## config.mk

```make
export PLATFORM = sky130hd
export DESIGN_NAME = scoreboard_interlock
export DESIGN_NICKNAME = d
export VERILOG_FILES = /design/src/rtl/scoreboard_interlock.sv
export SDC_FILE = /design/constraint.sdc
export NUM_CORES = 1
export LEC_CHECK = 0
export ABC_AREA = 1
export ABC_CLOCK_PERIOD_IN_PS = 9000
export CAP_MARGIN = 15
export CORE_ASPECT_RATIO = 0.9
export CORE_UTILIZATION = 60
export CTS_CLUSTER_SIZE = 14
export DETAILED_ROUTE_END_ITERATION = 12
export PLACE_DENSITY = 0.82
export SLEW_MARGIN = 20
export SYNTH_ARGS = -nofsm -noshare
export SYNTH_HDL_FRONTEND = slang
export SYNTH_SLANG_ARGS = --single-unit
```

## constraint.sdc

```tcl
create_clock -name clock -period 9 [get_ports clock]
set_clock_uncertainty 0.1 [all_clocks]
set_input_delay 0.9 -clock clock [delete_from_list [all_inputs] [get_ports clock]]
set_output_delay 0.9 -clock clock [all_outputs]
set_load 0.005 [all_outputs]
```

## src/rtl/scoreboard_interlock.sv

```systemverilog
// Per-register pending-write scoreboard that raises a RAW/WAW stall for the instruction in IF/ID.
// Optional write-through bypass of the retiring register is enabled by defining WB_BYPASS_EN.
module scoreboard_interlock #(
  parameter int NUM_REGS   = 32,
  parameter int REG_ADDR_W = 5,
  parameter int CNT_W      = 2,
  parameter int PERF_W     = 32
) (
  input  logic                  clock,
  input  logic                  reset,
  input  logic                  if_id_valid,
  input  logic [6:0]            if_id_opcode,
  input  logic [REG_ADDR_W-1:0] if_id_read_reg1,
  input  logic [REG_ADDR_W-1:0] if_id_read_reg2,
  input  logic [REG_ADDR_W-1:0] if_id_write_reg,
  input  logic                  if_id_regWrite,
  input  logic                  wb_regWrite,
  input  logic [REG_ADDR_W-1:0] wb_write_reg,
  input  logic                  flush,
  output logic                  stall,
  output logic                  busy,
  output logic [PERF_W-1:0]     perf_stall_cnt,
  output logic                  err_underflow
);

  localparam logic [6:0] OP_R_TYPE = 7'b0110011;
  localparam logic [6:0] OP_I_TYPE = 7'b0010011;
  localparam logic [6:0] OP_STORE  = 7'b0100011;
  localparam logic [6:0] OP_LOAD   = 7'b0000011;
  localparam logic [6:0] OP_BRANCH = 7'b1100011;
  localparam logic [6:0] OP_JALR   = 7'b1100111;

  localparam logic [CNT_W-1:0]  CNT_ZERO = {CNT_W{1'b0}};
  localparam logic [CNT_W-1:0]  CNT_ONE  = CNT_W'(1);
  localparam logic [CNT_W-1:0]  CNT_MAX  = {CNT_W{1'b1}};
  localparam logic [PERF_W-1:0] PERF_MAX = {PERF_W{1'b1}};

  logic [CNT_W-1:0]    cnt [NUM_REGS];
  logic [CNT_W-1:0]    cnt_rs1, cnt_rs2, cnt_rd;
  logic                rd1_en, rd2_en;
  logic                byp1, byp2, waw_relax;
  logic                issue;
  logic [NUM_REGS-1:0] inc, dec;
  logic                underflow_hit;

  // Source-read enables decoded from the opcode
  always_comb begin
    rd1_en = 1'b0;
    rd2_en = 1'b0;
    case (if_id_opcode)
      OP_R_TYPE, OP_STORE, OP_BRANCH: begin
        rd1_en = 1'b1;
        rd2_en = 1'b1;
      end
      OP_I_TYPE, OP_LOAD, OP_JALR: rd1_en = 1'b1;
      default: begin
        rd1_en = 1'b0;
        rd2_en = 1'b0;
      end
    endcase
  end

  // Look up counts; x0 and out-of-range indices match no entry and read as zero
  always_comb begin
    cnt_rs1 = CNT_ZERO;
    cnt_rs2 = CNT_ZERO;
    cnt_rd  = CNT_ZERO;
    for (int i = 1; i < NUM_REGS; i++) begin
      cnt_rs1 = (if_id_read_reg1 == REG_ADDR_W'(i)) ? cnt[i] : cnt_rs1;
      cnt_rs2 = (if_id_read_reg2 == REG_ADDR_W'(i)) ? cnt[i] : cnt_rs2;
      cnt_rd  = (if_id_write_reg == REG_ADDR_W'(i)) ? cnt[i] : cnt_rd;
    end
  end

  // Write-through relaxation for the register retiring this cycle
  always_comb begin
`ifdef WB_BYPASS_EN
    byp1      = wb_regWrite && (wb_write_reg == if_id_read_reg1) && (cnt_rs1 == CNT_ONE);
    byp2      = wb_regWrite && (wb_write_reg == if_id_read_reg2) && (cnt_rs2 == CNT_ONE);
    waw_relax = wb_regWrite && (wb_write_reg == if_id_write_reg);
`else
    byp1      = 1'b0;
    byp2      = 1'b0;
    waw_relax = 1'b0;
`endif
  end

  // Hazard detection and per-register issue/retire strobes
  always_comb begin
    stall = if_id_valid && (
              (rd1_en && (cnt_rs1 != CNT_ZERO) && !byp1) ||
              (rd2_en && (cnt_rs2 != CNT_ZERO) && !byp2) ||
              (if_id_regWrite && (cnt_rd == CNT_MAX) && !waw_relax));
    issue = if_id_valid && !stall && if_id_regWrite;
    inc           = {NUM_REGS{1'b0}};
    dec           = {NUM_REGS{1'b0}};
    underflow_hit = 1'b0;
    busy          = 1'b0;
    for (int i = 1; i < NUM_REGS; i++) begin
      inc[i] = issue && (if_id_write_reg == REG_ADDR_W'(i));
      dec[i] = wb_regWrite && (wb_write_reg == REG_ADDR_W'(i));
      underflow_hit = underflow_hit || (dec[i] && !inc[i] && (cnt[i] == CNT_ZERO));
      busy = busy || (cnt[i] != CNT_ZERO);
    end
    underflow_hit = underflow_hit && !flush;
  end

  // Pending counters; a matched issue/retire pair leaves the count unchanged
  always_ff @(posedge clock) begin
    if (reset) begin
      for (int i = 0; i < NUM_REGS; i++) cnt[i] <= CNT_ZERO;
    end else if (flush) begin
      for (int i = 0; i < NUM_REGS; i++) cnt[i] <= CNT_ZERO;
    end else begin
      for (int i = 0; i < NUM_REGS; i++) begin
        if (inc[i] && !dec[i]) cnt[i] <= cnt[i] + CNT_ONE;
        else if (dec[i] && !inc[i] && (cnt[i] != CNT_ZERO)) cnt[i] <= cnt[i] - CNT_ONE;
        else cnt[i] <= cnt[i];
      end
    end
  end

  // Saturating stall counter and sticky underflow flag survive flush
  always_ff @(posedge clock) begin
    if (reset) begin
      perf_stall_cnt <= {PERF_W{1'b0}};
      err_underflow  <= 1'b0;
    end else begin
      if (stall && (perf_stall_cnt != PERF_MAX)) perf_stall_cnt <= perf_stall_cnt + PERF_W'(1);
      if (underflow_hit) err_underflow <= 1'b1;
    end
  end

endmodule
```

==> Yosys cells after proc, flatten, opt, wreduce, memory -nomap -nowiden <==
Memory sizes are Yosys's and may differ from the RTL's.
Index checks and enable logic that the tools add are counted.
{ "totals": {"register_bits": 33, "ram_bits": 64, "inputBits": 33, "out_inout_bits": 35, "elab_cells": 1373, "mem_count": 1} }
{ "op_classes": {"n_addsub": 63, "n_eq_ne": 132, "mux": 663, "n_bitwise": 126, "reduce_logical": 386} }
{ "mem_list": {"columns": ["name", "words", "width", "rd", "rd_clocked_by_memory_dff", "wr", "line", "rtl"], "rows": [
  ["cnt", 32, 2, 32, 0, 32, "38", "logic [CNT_W-1:0] cnt [NUM_REGS];"]
]} }
{ "ops": {"columns": ["cell", "n"], "rows": [
  ["two-way mux 1 bit", 444],
  ["two-way mux 2 bit", 219],
  ["== test 5 bit, second input constant", 64],
  ["logical AND 1 bit", 194],
  ["== test 5 x 4 -> 1 bit, second input constant", 32],
  ["bitwise OR 1 bit", 126],
  ["== test 5 x 3 -> 1 bit, second input constant", 16],
  ["nonzero test 2 bit", 33],
  ["logical NOT 1 bit", 64],
  ["adder 2 x 1 -> 2 bit, second input constant", 31],
  ["logical NOT 2 bit", 31],
  ["logical OR 1 bit", 62],
  ["subtractor 2 x 1 -> 2 bit, second input constant", 31],
  ["== test 5 x 2 -> 1 bit, second input constant", 8],
  ["adder 32 x 1 -> 32 bit, second input constant", 1],
  ["!= test 32 bit, second input constant", 1],
  ["== test 5 x 1 -> 1 bit, second input constant", 4],
  ["== test 7 x 6 -> 1 bit, second input constant", 2],
  ["== test 7 bit, second input constant", 2],
  ["== test 7 x 2 -> 1 bit, second input constant", 1],
  ["== test 7 x 5 -> 1 bit, second input constant", 1],
  ["OR reduction 6 bit", 1],
  ["OR reduction 3 bit", 1],
  ["== test 2 bit, second input constant", 1]
]} }

==> Logic depth before layout (Yosys ltp) <==
Gate-level depths: netlist of run 1.
{ "logic_depth": {"ltp_word": 75, "depth_mapped": 40} }

==> Worst setup path after synthesis of run 1 <==
No wires, ideal clock.
{ "synth_path": {"path_kind": "input to output", "start": "input if_id_write_reg[2]", "end": "output stall", "arrival_ns": 2.791, "t_required_ns": 8.000, "setup_slack_ns": 5.209, "path_stages": 31, "n_path_buf": 0, "cell_sequence": "nor2_1 nand2_1 nor2_1 nand2_1 nand3_1 nand2_1 nand4_1 nand2_1 nand3_1 nand2_1 nand2_1 nand2_1 nand2_1 nand2_1 nand2_1 nand2_1 nand4_1 nand2_1 nand3_1 nand2_1 nand2_1 nand3_1 nand3_1 nand2_1 nand2_1 nand2_1 nand2_1 nand2_2 nand2_1 nand2_1 inv_1"} }
{ "synth_between": {"elab_chain_len": 36, "word_cells_on_any_way": 66, "classes_between": "eq/ne (32); mux (31); reduce/logical (3)"} }
{ "synth_lines": {"columns": ["item", "line", "rtl"], "rows": [
  ["from (decl)", "15", "input logic [REG_ADDR_W-1:0] if_id_write_reg,"],
  ["== test 5 x 1 -> 1 bit", "71", "cnt_rd = (if_id_write_reg == REG_ADDR_W'(i)) ? cnt[i] : cnt_rd;"],
  ["two-way mux 2 bit (30 in series)", "71", null],
  ["two-way mux 2 bit *", "71", null],
  ["== test 2 bit *", "93", "(if_id_regWrite && (cnt_rd == CNT_MAX) && !waw_relax));"],
  ["logical AND 1 bit *", "93", null],
  ["logical OR 1 bit *", "92", "(rd2_en && (cnt_rs2 != CNT_ZERO) && !byp2) ||"],
  ["logical AND 1 bit *", "90", "stall = if_id_valid && ("],
  ["to (decl)", "20", "output logic stall,"]
]} }
Mark *: on every way between the ends. The rest lies on a longest branch, timed or not.

==> Worst setup path in the final report of run 1 <==
{ "layout_path": {"start": "input if_id_read_reg1[4]", "end": "output stall"} }
{ "layout_between": {"elab_chain_len": 37, "word_cells_on_any_way": 67, "classes_between": "eq/ne (31); mux (31); reduce/logical (5)"} }
{ "layout_lines": {"columns": ["item", "line", "rtl"], "rows": [
  ["from (decl)", "13", "input logic [REG_ADDR_W-1:0] if_id_read_reg1,"],
  ["== test 5 x 1 -> 1 bit", "69", "cnt_rs1 = (if_id_read_reg1 == REG_ADDR_W'(i)) ? cnt[i] : cnt_rs1;"],
  ["two-way mux 2 bit (30 in series)", "69", null],
  ["two-way mux 2 bit *", "69", null],
  ["nonzero test 2 bit *", "91", "(rd1_en && (cnt_rs1 != CNT_ZERO) && !byp1) ||"],
  ["logical AND 1 bit *", "91", null],
  ["logical OR 1 bit *", "91", null],
  ["logical OR 1 bit *", "92", null],
  ["logical AND 1 bit *", "90", null]
]} }
Marks and branches as above.

==> run_summary.xml, run 1 <==
<?xml version="1.0" encoding="UTF-8"?>
<metrics>
  <group name="grt">
    <metric name="antenna_found_initial" unit="">0</metric>
    <metric name="globalRouteTotalUtil" unit="%">43.1</metric>
    <metric name="global_route_wire_length_before_repair" unit="um">49200</metric>
    <metric name="grt_max_degree" unit="">52</metric>
    <metric name="first_global_vias" unit="">9448</metric>
    <metric name="grt_overflow_total" unit="">0</metric>
  </group>
  <group name="floorplanning">
    <metric name="core.rowCount" unit="">41</metric>
    <metric name="die_area" unit="um^2">15200</metric>
    <metric name="chipHeight" unit="um">117</metric>
    <metric name="die_w" unit="um">130</metric>
    <metric name="ioPinCount" unit="">68</metric>
    <metric name="initial_utilization" unit="%">62.2</metric>
    <metric name="fp.coreArea" unit="um^2">14200</metric>
  </group>
  <group name="worst_setup_path">
    <metric name="cp.buffers_inverters" unit="">5</metric>
    <metric name="timing.critical_path.depth" unit="">28</metric>
    <metric name="crit-reg2reg-launch" unit="">cnt[0][7]</metric>
    <metric name="crit_required" unit="ns">8.00</metric>
    <metric name="biggest_cell_delay_along_the_critical_path" unit="ns">0.87</metric>
    <metric name="register_to_register_setup_slack" unit="ns">4.45</metric>
    <metric name="worst_r2r_endpoint" unit="">perf_stall_cnt[10]</metric>
    <metric name="worstSetupStartpointType" unit="">primary input</metric>
    <metric name="critical-path-top-cell-by-count" unit="">sky130_fd_sc_hd__nand2_1</metric>
    <metric name="cp-end-kind" unit="">primary output</metric>
    <metric name="crit_family" unit="">simple AND/OR/NAND/NOR gates</metric>
    <metric name="r2r.worst_path.cells" unit="">31</metric>
    <metric name="path_max_fanout" unit="">30</metric>
    <metric name="critical_path.slowest_cell" unit="">sky130_fd_sc_hd__clkdlybuf4s50_1</metric>
    <metric name="worst-setup-path-type" unit="">in -&gt; out</metric>
    <metric name="cp.arrival" unit="ns">5.28</metric>
  </group>
  <group name="routing">
    <metric name="average_wire_per_standard_cell" unit="um">18.6</metric>
    <metric name="drt_iter0_markers" unit="">1584</metric>
    <metric name="drt_wl_total" unit="um">31800</metric>
    <metric name="dr_total_vias" unit="">10500</metric>
    <metric name="first_pass_iters" unit="">6</metric>
    <metric name="viasPerCell" unit="">6.16</metric>
    <metric name="final_antenna_net_count" unit="">0</metric>
    <metric name="remaining_drc_errors" unit="">0</metric>
  </group>
  <group name="clock_network">
    <metric name="cts_root_buffer" unit="">sky130_fd_sc_hd__clkbuf_16</metric>
    <metric name="cts_buffers" unit="">9</metric>
    <metric name="cts_tree" unit="">yes</metric>
    <metric name="htree_num_levels" unit="">3</metric>
    <metric name="clock_slew_seen_by_the_registers_of_the_worst_setup_and_hold_paths" unit="ns">0.08</metric>
    <metric name="cts.path.max_buffers" unit="">2</metric>
    <metric name="cts_resized" unit="">0</metric>
    <metric name="cts_hold_repair.buffers" unit="">0</metric>
    <metric name="clock_latency_reported_for_the_late_side_of_the_worst_skew_pair" unit="ns">0.36</metric>
    <metric name="postCtsSetupRepairBufs" unit="">0</metric>
    <metric name="cts.sinks" unit="">95</metric>
  </group>
  <group name="placement">
    <metric name="placed_area" unit="um^2">9600</metric>
    <metric name="hpwlAfterDp" unit="um">25100</metric>
    <metric name="buffer_ports.inserted" unit="">67</metric>
    <metric name="gp_congestion" unit="">1.05</metric>
  </group>
  <group name="flow_run">
    <metric name="maxCapViolCount" unit="">0</metric>
  </group>
  <group name="sta">
    <metric name="finalHoldViolations" unit="">0</metric>
    <metric name="setup_tns" unit="ns">0</metric>
    <metric name="fin_crit" unit="ns">6.28</metric>
    <metric name="timing.final.max_slew_violations" unit="">0</metric>
    <metric name="setup_violation_total_in_the_final_timing_report" unit="">0</metric>
    <metric name="worst_case_headroom_to_the_max_slew_limit" unit="%">32.7</metric>
    <metric name="max_freq" unit="GHz">0.159</metric>
    <metric name="tightest_slew" unit="ns">1.01</metric>
    <metric name="grt_setup_unrepaired" unit="">no</metric>
    <metric name="timing.final.crit_share" unit="%">69.8</metric>
  </group>
  <group name="logic_synthesis">
    <metric name="synthesis.area_per_instance" unit="um^2">6.03</metric>
    <metric name="postSynthNetCount" unit="">1511</metric>
    <metric name="synth-edff-count" unit="">62</metric>
    <metric name="ys_ff_latch" unit="">95</metric>
    <metric name="synth_largest_type_area_fraction" unit="%">21.1</metric>
    <metric name="synth.yosys.warnings" unit="">0</metric>
    <metric name="synthDistinctLibCells" unit="">42</metric>
    <metric name="postSynth.topFlopCell" unit="">sky130_fd_sc_hd__edfxtp_1</metric>
    <metric name="async_flop_share" unit="%">0</metric>
    <metric name="syn_inst" unit="">1460</metric>
    <metric name="synth_area_leaders" unit="">sky130_fd_sc_hd__edfxtp_1 21%, sky130_fd_sc_hd__nand2_1 16%, sky130_fd_sc_hd__nor2_1 11%</metric>
    <metric name="sequential_area_share_after_synthesis" unit="%">28.6</metric>
    <metric name="synthesis.area" unit="um^2">8810</metric>
    <metric name="synth_area_leader_cell" unit="">sky130_fd_sc_hd__edfxtp_1</metric>
  </group>
  <group name="hold_path">
    <metric name="timing.hold.worst.class" unit="">reg -&gt; reg</metric>
    <metric name="worst_hold_path.num_cells" unit="">2</metric>
    <metric name="whs_endpoint" unit="">perf_stall_cnt[8]</metric>
    <metric name="worst_hold_startpoint" unit="">perf_stall_cnt[8]</metric>
  </group>
  <group name="final_layout">
    <metric name="final_net_count" unit="">1558</metric>
    <metric name="finish.utilization" unit="%">70.0</metric>
    <metric name="fraction_of_final_layout_cells_with_drive_strength_greater_than_1" unit="%">2.71</metric>
    <metric name="areaGrowthSynthToFinish" unit="%">12.4</metric>
    <metric name="layout.filler_cells" unit="">1277</metric>
    <metric name="antenna_cells" unit="">0</metric>
    <metric name="final_cell_area" unit="um^2">9900</metric>
  </group>
  <group name="pwr">
    <metric name="power" unit="mW">1.15</metric>
    <metric name="power.static_leakage" unit="nW">4.05</metric>
    <metric name="irDropWorstVdd" unit="V">0.000110</metric>
    <metric name="power_per_cell_area" unit="nW/um^2">116</metric>
  </group>
  <group name="run_status">
    <metric name="outcome" unit="">finished clean</metric>
  </group>
</metrics>
synth_stat cells, types with 7 or more instances:
library cell and count:
sky130_fd_sc_hd__o21ai_0 58, sky130_fd_sc_hd__nand3_1 92, sky130_fd_sc_hd__ha_1 18, sky130_fd_sc_hd__nor2_1 247, sky130_fd_sc_hd__o211ai_1 14, sky130_fd_sc_hd__buf_2 7, sky130_fd_sc_hd__edfxtp_1 62, sky130_fd_sc_hd__a211oi_1 19
sky130_fd_sc_hd__nand4_1 68, sky130_fd_sc_hd__dfxtp_1 33, sky130_fd_sc_hd__xor2_1 17, sky130_fd_sc_hd__a21oi_1 61, sky130_fd_sc_hd__inv_1 235, sky130_fd_sc_hd__nand2_1 380, sky130_fd_sc_hd__clkbuf_1 19, sky130_fd_sc_hd__nor3_1 37
sky130_fd_sc_hd__nor4_1 18
worst max-delay path by stage:
stage                            start    end
finish              if_id_read_reg1[4]  stall
global route        if_id_read_reg1[4]  stall
CTS                 if_id_read_reg1[4]  stall
detailed placement  if_id_read_reg1[4]  stall
global placement    if_id_read_reg1[4]  stall
floorplan           if_id_write_reg[2]  stall
sequential cells by signal, summed over array words and instances, names as in the netlist:
register / cells
perf_stall_cnt: 32
err_underflow: 1
cnt: 62
logic make-up (layout without fill, tap and decap cells):
family / Yosys count / count (layout) / share of synthesized area, %
AO/OA/AOI/OAI: 179 / 179 / 11.8
XOR/XNOR: 18 / 18 / 1.79
adder cells (fa/ha/maj): 18 / 18 / 2.56
buffers and inverters: 276 / 328 / 12.1
flip-flops: 95 / 95 / 28.6
AND/OR/NAND/NOR: 874 / 874 / 43.1
worst reg2reg max path, delay by kind of cell, from the launching register on:
family          cells  cell delay, ns
compound gates      3            0.41
simple gates       24            2.72
flops               1            0.48
buf+inv             4            0.76
cells in the final DEF, fill, tap and decap left out, types with 14 or more instances in the layout:
master                            instances
sky130_fd_sc_hd__inv_1                  235
sky130_fd_sc_hd__a21oi_1                 61
sky130_fd_sc_hd__o21ai_0                 58
sky130_fd_sc_hd__nor4_1                  18
sky130_fd_sc_hd__nand3_1                 92
sky130_fd_sc_hd__nor2_1                 246
sky130_fd_sc_hd__o211ai_1                14
sky130_fd_sc_hd__dfxtp_1                 33
sky130_fd_sc_hd__clkdlybuf4s50_1         67
sky130_fd_sc_hd__xor2_1                  17
sky130_fd_sc_hd__nand2_1                380
sky130_fd_sc_hd__nand4_1                 68
sky130_fd_sc_hd__nor3_1                  37
sky130_fd_sc_hd__ha_1                    18
sky130_fd_sc_hd__a211oi_1                19
sky130_fd_sc_hd__edfxtp_1                62
final cells by class:
class                           instances  area (um^2)  share of cell area (%)
Sequential cell                        95         2520                    25.5
Inverter                              241          905                    9.13
Tap cell                              193          241                    2.44
Clock inverter                          7         81.3                   0.821
Timing Repair Buffer                   71          701                    7.07
Multi-Input combinational cell       1089         5230                    52.8
Clock buffer                            9          225                    2.27
stage by stage:
| stage | std cells | hold WS (ns) | worst slack (ns) |
|---|---|---|---|
| 2_1_floorplan | 1460 | 0.348 | 5.21 |
| 3_3_place_gp | 1689 | 0.355 | 2.86 |
| 3_5_place_dp | 1689 | 0.366 | 2.88 |
| 4_1_cts | 1705 | 0.386 | 2.86 |
| 5_1_grt | 1705 | 0.418 | 2.46 |
| 6_report | 1705 | 0.384 | 2.72 |
layer usage:
metal / routed length (um) / GRT usage [%]
met5: 0 / 0.654
met1: 12300 / 57.0
met2: 13100 / 65.1
met4: 1510 / 19.9
met3: 4810 / 12.3
where the power goes:
part	leakage [nW]	internal, mW	switching [mW]	total [mW]
clock	0.150	0.200	0.198	0.398
combinational	2.95	0.0698	0.158	0.228
sequential	0.952	0.490	0.0355	0.526
No activity file was read; power rests on OpenSTA's default activity.
==> inputs of run 2 (changes only) <==
--- a/config.mk
+++ b/config.mk
@@ -6,13 +6,13 @@
 export NUM_CORES = 1
 export LEC_CHECK = 0
 export ABC_AREA = 1
-export ABC_CLOCK_PERIOD_IN_PS = 9000
+export ABC_CLOCK_PERIOD_IN_PS = 5500
 export CAP_MARGIN = 15
 export CORE_ASPECT_RATIO = 0.9
-export CORE_UTILIZATION = 60
+export CORE_UTILIZATION = 55
 export CTS_CLUSTER_SIZE = 14
 export DETAILED_ROUTE_END_ITERATION = 12
-export PLACE_DENSITY = 0.82
+export PLACE_DENSITY = 0.79
 export SLEW_MARGIN = 20
 export SYNTH_ARGS = -nofsm -noshare
 export SYNTH_HDL_FRONTEND = slang
==> constraint.sdc (replaced) <==
create_clock -name clock -period 5.5 [get_ports clock]
set_clock_uncertainty 0.1 [all_clocks]
set_input_delay 0.55 -clock clock [delete_from_list [all_inputs] [get_ports clock]]
set_output_delay 0.55 -clock clock [all_outputs]
set_load 0.005 [all_outputs]
==> run_summary.xml, run 2 (synthesized netlist as in run 1, its figures left out) <==
<?xml version="1.0" encoding="UTF-8"?>
<metrics>
  <group name="grt">
    <metric name="globalRouteTotalUtil" unit="%">39.9</metric>
    <metric name="antenna_found_initial" unit="">0</metric>
    <metric name="first_global_vias" unit="">9071</metric>
    <metric name="global_route_wire_length_before_repair" unit="um">49500</metric>
    <metric name="grt_overflow_total" unit="">0</metric>
    <metric name="grt_max_degree" unit="">52</metric>
  </group>
  <group name="clock_network">
    <metric name="htree_num_levels" unit="">3</metric>
    <metric name="cts.path.max_buffers" unit="">2</metric>
    <metric name="cts_root_buffer" unit="">sky130_fd_sc_hd__clkbuf_16</metric>
    <metric name="clock_slew_seen_by_the_registers_of_the_worst_setup_and_hold_paths" unit="ns">0.07</metric>
    <metric name="cts_resized" unit="">0</metric>
    <metric name="cts_hold_repair.buffers" unit="">0</metric>
    <metric name="cts_tree" unit="">yes</metric>
    <metric name="postCtsSetupRepairBufs" unit="">0</metric>
    <metric name="cts_buffers" unit="">9</metric>
    <metric name="clock_latency_reported_for_the_late_side_of_the_worst_skew_pair" unit="ns">0.37</metric>
    <metric name="cts.sinks" unit="">95</metric>
  </group>
  <group name="floorplanning">
    <metric name="fp.coreArea" unit="um^2">15500</metric>
    <metric name="ioPinCount" unit="">68</metric>
    <metric name="core.rowCount" unit="">43</metric>
    <metric name="chipHeight" unit="um">122</metric>
    <metric name="die_w" unit="um">135</metric>
    <metric name="die_area" unit="um^2">16500</metric>
    <metric name="initial_utilization" unit="%">56.7</metric>
  </group>
  <group name="final_layout">
    <metric name="layout_commonest_cell" unit="">sky130_fd_sc_hd__nand2_1</metric>
    <metric name="largest_register_ffs" unit="">62</metric>
    <metric name="final_net_count" unit="">1568</metric>
    <metric name="fraction_of_final_layout_cells_with_drive_strength_greater_than_1" unit="%">3.35</metric>
    <metric name="regMostFlops" unit="">cnt</metric>
    <metric name="finish.utilization" unit="%">64.3</metric>
    <metric name="areaGrowthSynthToFinish" unit="%">13.4</metric>
    <metric name="final_cell_mix" unit="">380 x sky130_fd_sc_hd__nand2_1, 246 x sky130_fd_sc_hd__nor2_1, 235 x sky130_fd_sc_hd__inv_1</metric>
    <metric name="leading_registers_by_flop_count" unit="">cnt x62, perf_stall_cnt x32, err_underflow x1</metric>
    <metric name="antenna_cells" unit="">0</metric>
  </group>
  <group name="worst_setup_path">
    <metric name="register_to_register_setup_slack" unit="ns">1.10</metric>
    <metric name="r2r.worst_path.cells" unit="">31</metric>
    <metric name="worst-setup-path-type" unit="">in -&gt; out</metric>
    <metric name="biggest_cell_delay_along_the_critical_path" unit="ns">0.58</metric>
    <metric name="crit_required" unit="ns">4.85</metric>
    <metric name="cp.arrival" unit="ns">4.36</metric>
    <metric name="path_max_fanout" unit="">8</metric>
    <metric name="critical_path.slowest_cell" unit="">sky130_fd_sc_hd__clkdlybuf4s50_1</metric>
    <metric name="worstSetupStartpointType" unit="">primary input</metric>
    <metric name="critical-path-top-cell-by-count" unit="">sky130_fd_sc_hd__nand2_1</metric>
    <metric name="crit-reg2reg-launch" unit="">cnt[0][3]</metric>
    <metric name="cp-end-kind" unit="">primary output</metric>
    <metric name="worst_r2r_endpoint" unit="">err_underflow</metric>
  </group>
  <group name="routing">
    <metric name="drt_iter0_markers" unit="">1705</metric>
    <metric name="first_pass_iters" unit="">7</metric>
    <metric name="average_wire_per_standard_cell" unit="um">18.8</metric>
    <metric name="drt_wl_total" unit="um">32300</metric>
    <metric name="viasPerCell" unit="">5.96</metric>
    <metric name="final_antenna_net_count" unit="">0</metric>
    <metric name="remaining_drc_errors" unit="">0</metric>
    <metric name="dr_total_vias" unit="">10300</metric>
  </group>
  <group name="sta">
    <metric name="timing.final.max_slew_violations" unit="">0</metric>
    <metric name="finalHoldViolations" unit="">0</metric>
    <metric name="grt_setup_unrepaired" unit="">no</metric>
    <metric name="setup_violation_total_in_the_final_timing_report" unit="">0</metric>
    <metric name="max_freq" unit="GHz">0.200</metric>
    <metric name="setup_tns" unit="ns">0</metric>
    <metric name="timing.final.crit_share" unit="%">91.1</metric>
    <metric name="worst_case_headroom_to_the_max_slew_limit" unit="%">31.8</metric>
    <metric name="tightest_slew" unit="ns">1.02</metric>
    <metric name="fin_crit" unit="ns">5.01</metric>
  </group>
  <group name="placement">
    <metric name="hpwlAfterDp" unit="um">26100</metric>
    <metric name="gp_congestion" unit="">1.03</metric>
    <metric name="buffer_ports.inserted" unit="">67</metric>
  </group>
  <group name="hold_path">
    <metric name="worst_hold_path.num_cells" unit="">2</metric>
    <metric name="worst_hold_startpoint" unit="">perf_stall_cnt[8]</metric>
    <metric name="whs_endpoint" unit="">perf_stall_cnt[8]</metric>
    <metric name="timing.hold.worst.class" unit="">reg -&gt; reg</metric>
  </group>
  <group name="run_status">
    <metric name="outcome" unit="">finished clean</metric>
  </group>
  <group name="pwr">
    <metric name="irDropWorstVdd" unit="V">0.000195</metric>
    <metric name="power" unit="mW">1.91</metric>
    <metric name="power_per_cell_area" unit="nW/um^2">191</metric>
    <metric name="power.static_leakage" unit="nW">4.10</metric>
  </group>
  <group name="flow_run">
    <metric name="maxCapViolCount" unit="">0</metric>
  </group>
</metrics>
run 2: cell types whose count changed in the layout (fill, tap and decap cells not counted):
cell,previous run,this run
sky130_fd_sc_hd__buf_4,4,14
sky130_fd_sc_hd__clkbuf_16,9,10
sky130_fd_sc_hd__clkinv_2,0,1
sky130_fd_sc_hd__clkinv_4,1,0
sky130_fd_sc_hd__inv_12,1,0
sky130_fd_sc_hd__inv_4,0,1
sky130_fd_sc_hd__inv_6,2,1
run 2: worst max path at each step:
stage                       start         end  depth (start not counted)
2_1_floorplan  if_id_write_reg[2]  cnt[1][20]                         34
3_3_place_gp   if_id_write_reg[1]   cnt[0][9]                         33
3_5_place_dp   if_id_write_reg[1]   cnt[0][9]                         33
4_1_cts        if_id_write_reg[1]       stall                         34
5_1_grt        if_id_write_reg[1]       stall                         34
6_report       if_id_write_reg[1]       stall                         34
run 2: layout make-up:
| type | instances | area, um^2 |
|---|---|---|
| sequential | 95 | 2520 |
| tap | 202 | 253 |
| clock inverter | 6 | 58.8 |
| multi-input combinational | 1089 | 5230 |
| inverter | 241 | 905 |
| fill | 1482 | 5560 |
| clock buffer | 10 | 250 |
| timing repair buffer | 81 | 776 |
run 2: layer usage:
metal / routed length, um / vias to the layer above / GRT usage, %
met1: 13700 / 4626 / 57.3
met5: 0 / - / 0
met3: 4260 / 68 / 8.74
li1: - / 4920 / -
met4: 1040 / 0 / 14.8
met2: 13300 / 656 / 58.2
run 2: power by group:
part	switching, mW	internal (mW)
Sequential	0.0579	0.802
Combinational	0.262	0.119
Clock	0.323	0.346
Total	0.643	1.27
run 2: stage by stage:
| stage | cells | worst slack [ns] | hold slack [ns] | instance area (um^2) |
|---|---|---|---|---|
| floorplan | 1460 | 2.07 | 0.348 | 8810 |
| global placement | 1708 | 0.384 | 0.353 | 9680 |
| detailed placement | 1708 | 0.402 | 0.358 | 9680 |
| CTS | 1724 | 0.579 | 0.372 | 9990 |
| global route | 1724 | 0.0828 | 0.391 | 9990 |
| finish | 1724 | 0.488 | 0.371 | 9990 |
run 2: worst max-delay path: cells and delay by family:
family,cells,cell delay (ns)
buf+inv,4,1.22
simple gates,30,2.58
==> inputs of run 3 (changes only) <==
--- a/config.mk
+++ b/config.mk
@@ -9,10 +9,9 @@
 export ABC_CLOCK_PERIOD_IN_PS = 5500
 export CAP_MARGIN = 15
 export CORE_ASPECT_RATIO = 0.9
-export CORE_UTILIZATION = 55
+export CORE_UTILIZATION = 35
 export CTS_CLUSTER_SIZE = 14
 export DETAILED_ROUTE_END_ITERATION = 12
-export PLACE_DENSITY = 0.79
 export SLEW_MARGIN = 20
 export SYNTH_ARGS = -nofsm -noshare
 export SYNTH_HDL_FRONTEND = slang
==> run_summary.xml, run 3 (synthesized netlist as in run 1, its figures left out) <==
<?xml version="1.0" encoding="UTF-8"?>
<metrics>
  <group name="worst_setup_path">
    <metric name="critical-path-top-cell-by-count" unit="">sky130_fd_sc_hd__nand2_1</metric>
    <metric name="critical_path.slowest_cell" unit="">sky130_fd_sc_hd__clkdlybuf4s50_1</metric>
    <metric name="cp-end-kind" unit="">primary output</metric>
    <metric name="crit_start" unit="">if_id_read_reg2[3]</metric>
    <metric name="worstSetupStartpointType" unit="">primary input</metric>
    <metric name="r2r.worst_path.cells" unit="">31</metric>
    <metric name="path_max_fanout" unit="">30</metric>
    <metric name="biggest_cell_delay_along_the_critical_path" unit="ns">0.57</metric>
    <metric name="worst-setup-path-type" unit="">in -&gt; out</metric>
    <metric name="cp.arrival" unit="ns">4.48</metric>
    <metric name="crit_required" unit="ns">4.85</metric>
    <metric name="crit-reg2reg-launch" unit="">cnt[0][5]</metric>
  </group>
  <group name="sta">
    <metric name="setup_violation_total_in_the_final_timing_report" unit="">0</metric>
    <metric name="tightest_slew" unit="ns">1.03</metric>
    <metric name="timing.final.crit_share" unit="%">93.3</metric>
    <metric name="worst_slack" unit="ns">0.366</metric>
    <metric name="fin_crit" unit="ns">5.13</metric>
    <metric name="max_freq" unit="GHz">0.195</metric>
    <metric name="setup_tns" unit="ns">0</metric>
    <metric name="finalHoldViolations" unit="">0</metric>
    <metric name="timing.final.max_slew_violations" unit="">0</metric>
    <metric name="worst_case_headroom_to_the_max_slew_limit" unit="%">31.4</metric>
  </group>
  <group name="final_layout">
    <metric name="final_cell_mix" unit="">380 x sky130_fd_sc_hd__nand2_1, 245 x sky130_fd_sc_hd__nor2_1, 235 x sky130_fd_sc_hd__inv_1</metric>
    <metric name="layout.cells.non_filler" unit="">1859</metric>
    <metric name="largest_register_ffs" unit="">62</metric>
    <metric name="sequential_cell_area" unit="um^2">2520</metric>
    <metric name="total_area_of_multi_input_combinational_cells" unit="um^2">5240</metric>
    <metric name="fraction_of_final_layout_cells_with_drive_strength_greater_than_1" unit="%">3.55</metric>
    <metric name="finish.utilization" unit="%">41.7</metric>
    <metric name="areaGrowthSynthToFinish" unit="%">15.7</metric>
    <metric name="antenna_cells" unit="">0</metric>
    <metric name="layout_commonest_cell" unit="">sky130_fd_sc_hd__nand2_1</metric>
    <metric name="final_net_count" unit="">1569</metric>
    <metric name="regMostFlops" unit="">cnt</metric>
    <metric name="layout.filler_cells" unit="">2722</metric>
    <metric name="leading_registers_by_flop_count" unit="">cnt x62, perf_stall_cnt x32, err_underflow x1</metric>
  </group>
  <group name="grt">
    <metric name="globalRouteTotalUtil" unit="%">27.4</metric>
    <metric name="antenna_found_initial" unit="">1</metric>
    <metric name="first_global_vias" unit="">9091</metric>
    <metric name="global_route_wire_length_before_repair" unit="um">53500</metric>
    <metric name="grt_overflow_total" unit="">0</metric>
    <metric name="grt_max_degree" unit="">52</metric>
  </group>
  <group name="routing">
    <metric name="final_antenna_net_count" unit="">0</metric>
    <metric name="route.layer.met1.wl" unit="um">16800</metric>
    <metric name="viasPerCell" unit="">5.41</metric>
    <metric name="average_wire_per_standard_cell" unit="um">18.8</metric>
    <metric name="highest_layer" unit="">met4</metric>
    <metric name="dr_wl_met2" unit="um">14000</metric>
    <metric name="first_pass_iters" unit="">6</metric>
    <metric name="remaining_drc_errors" unit="">0</metric>
    <metric name="drt_iter0_markers" unit="">1312</metric>
    <metric name="routed-wl-met3" unit="um">3310</metric>
    <metric name="drt_wl_total" unit="um">35000</metric>
    <metric name="dr_total_vias" unit="">10100</metric>
  </group>
  <group name="clock_network">
    <metric name="clock_slew_seen_by_the_registers_of_the_worst_setup_and_hold_paths" unit="ns">0.08</metric>
    <metric name="cts.path.max_buffers" unit="">2</metric>
    <metric name="cts.sinks" unit="">95</metric>
    <metric name="clock_latency_reported_for_the_late_side_of_the_worst_skew_pair" unit="ns">0.37</metric>
    <metric name="cts_hold_repair.buffers" unit="">0</metric>
    <metric name="cts_resized" unit="">0</metric>
    <metric name="cts_buffers" unit="">9</metric>
    <metric name="cts_tree" unit="">yes</metric>
    <metric name="postCtsSetupRepairBufs" unit="">0</metric>
    <metric name="cts_root_buffer" unit="">sky130_fd_sc_hd__clkbuf_16</metric>
    <metric name="htree_num_levels" unit="">3</metric>
  </group>
  <group name="pwr">
    <metric name="power.static_leakage" unit="nW">4.12</metric>
    <metric name="power_per_cell_area" unit="nW/um^2">189</metric>
    <metric name="irDropWorstVdd" unit="V">0.000129</metric>
    <metric name="power" unit="mW">1.93</metric>
  </group>
  <group name="placement">
    <metric name="hpwlAfterDp" unit="um">28200</metric>
    <metric name="buffer_ports.inserted" unit="">67</metric>
    <metric name="numPlacedInstances" unit="">1843</metric>
    <metric name="place_ws" unit="ns">0.259</metric>
    <metric name="gp_congestion" unit="">0.968</metric>
  </group>
  <group name="floorplanning">
    <metric name="die_area" unit="um^2">25800</metric>
    <metric name="ioPinCount" unit="">68</metric>
    <metric name="core.rowCount" unit="">54</metric>
    <metric name="fp.coreArea" unit="um^2">24500</metric>
    <metric name="chipHeight" unit="um">153</metric>
    <metric name="initial_utilization" unit="%">36.0</metric>
    <metric name="die_w" unit="um">169</metric>
  </group>
  <group name="hold_path">
    <metric name="worst_hold_startpoint" unit="">perf_stall_cnt[8]</metric>
    <metric name="timing.hold.worst.class" unit="">reg -&gt; reg</metric>
    <metric name="worst_hold_path.num_cells" unit="">2</metric>
  </group>
  <group name="flow_run">
    <metric name="maxCapViolCount" unit="">0</metric>
  </group>
  <group name="run_status">
    <metric name="outcome" unit="">finished clean</metric>
  </group>
</metrics>
==> run 3: power breakdown <==
part	total (mW)	switching, mW	internal (mW)
logic	0.390	0.269	0.121
clock network	0.673	0.345	0.328
registers	0.863	0.0607	0.802
==> run 3: final cells by class <==
cell class                 count  area share [%]
inverter                     241            8.87
clock buffer                   9            2.21
multi-input combinational   1089            51.4
timing repair buffer          82            7.83
clock inverter                 7           0.798
tap                          336            4.12
sequential                    95            24.7
==> run 3: layer usage <==
metal  up-vias  track usage (%)
met5         -                0
met2       477             38.1
li1       4899                -
met3        52             4.96
met1      4630             41.8
met4         0             8.49
==> run 3: stage by stage <==
step                hold WS (ns)  area (um^2)
CTS                        0.374        10200
floorplan                  0.348         8810
global route               0.402        10200
finish                     0.366        10200
detailed placement         0.358         9870
global placement           0.362         9870
==> run 3: critical path, delay by kind of cell <==
kind                   cells  cell delay, ns
AO/OA/AOI/OAI              2            0.28
AND/OR/NAND/NOR           24            2.32
buffers and inverters      4            1.27
==> run 3: final timing paths <==
| kind | endpoint | slack, ns |
|---|---|---|
| min | perf_stall_cnt[8] | 0.37 |
| max | stall | 0.37 |
| min reg2reg | perf_stall_cnt[8] | 0.37 |
| max reg2reg | err_underflow | 1.42 |
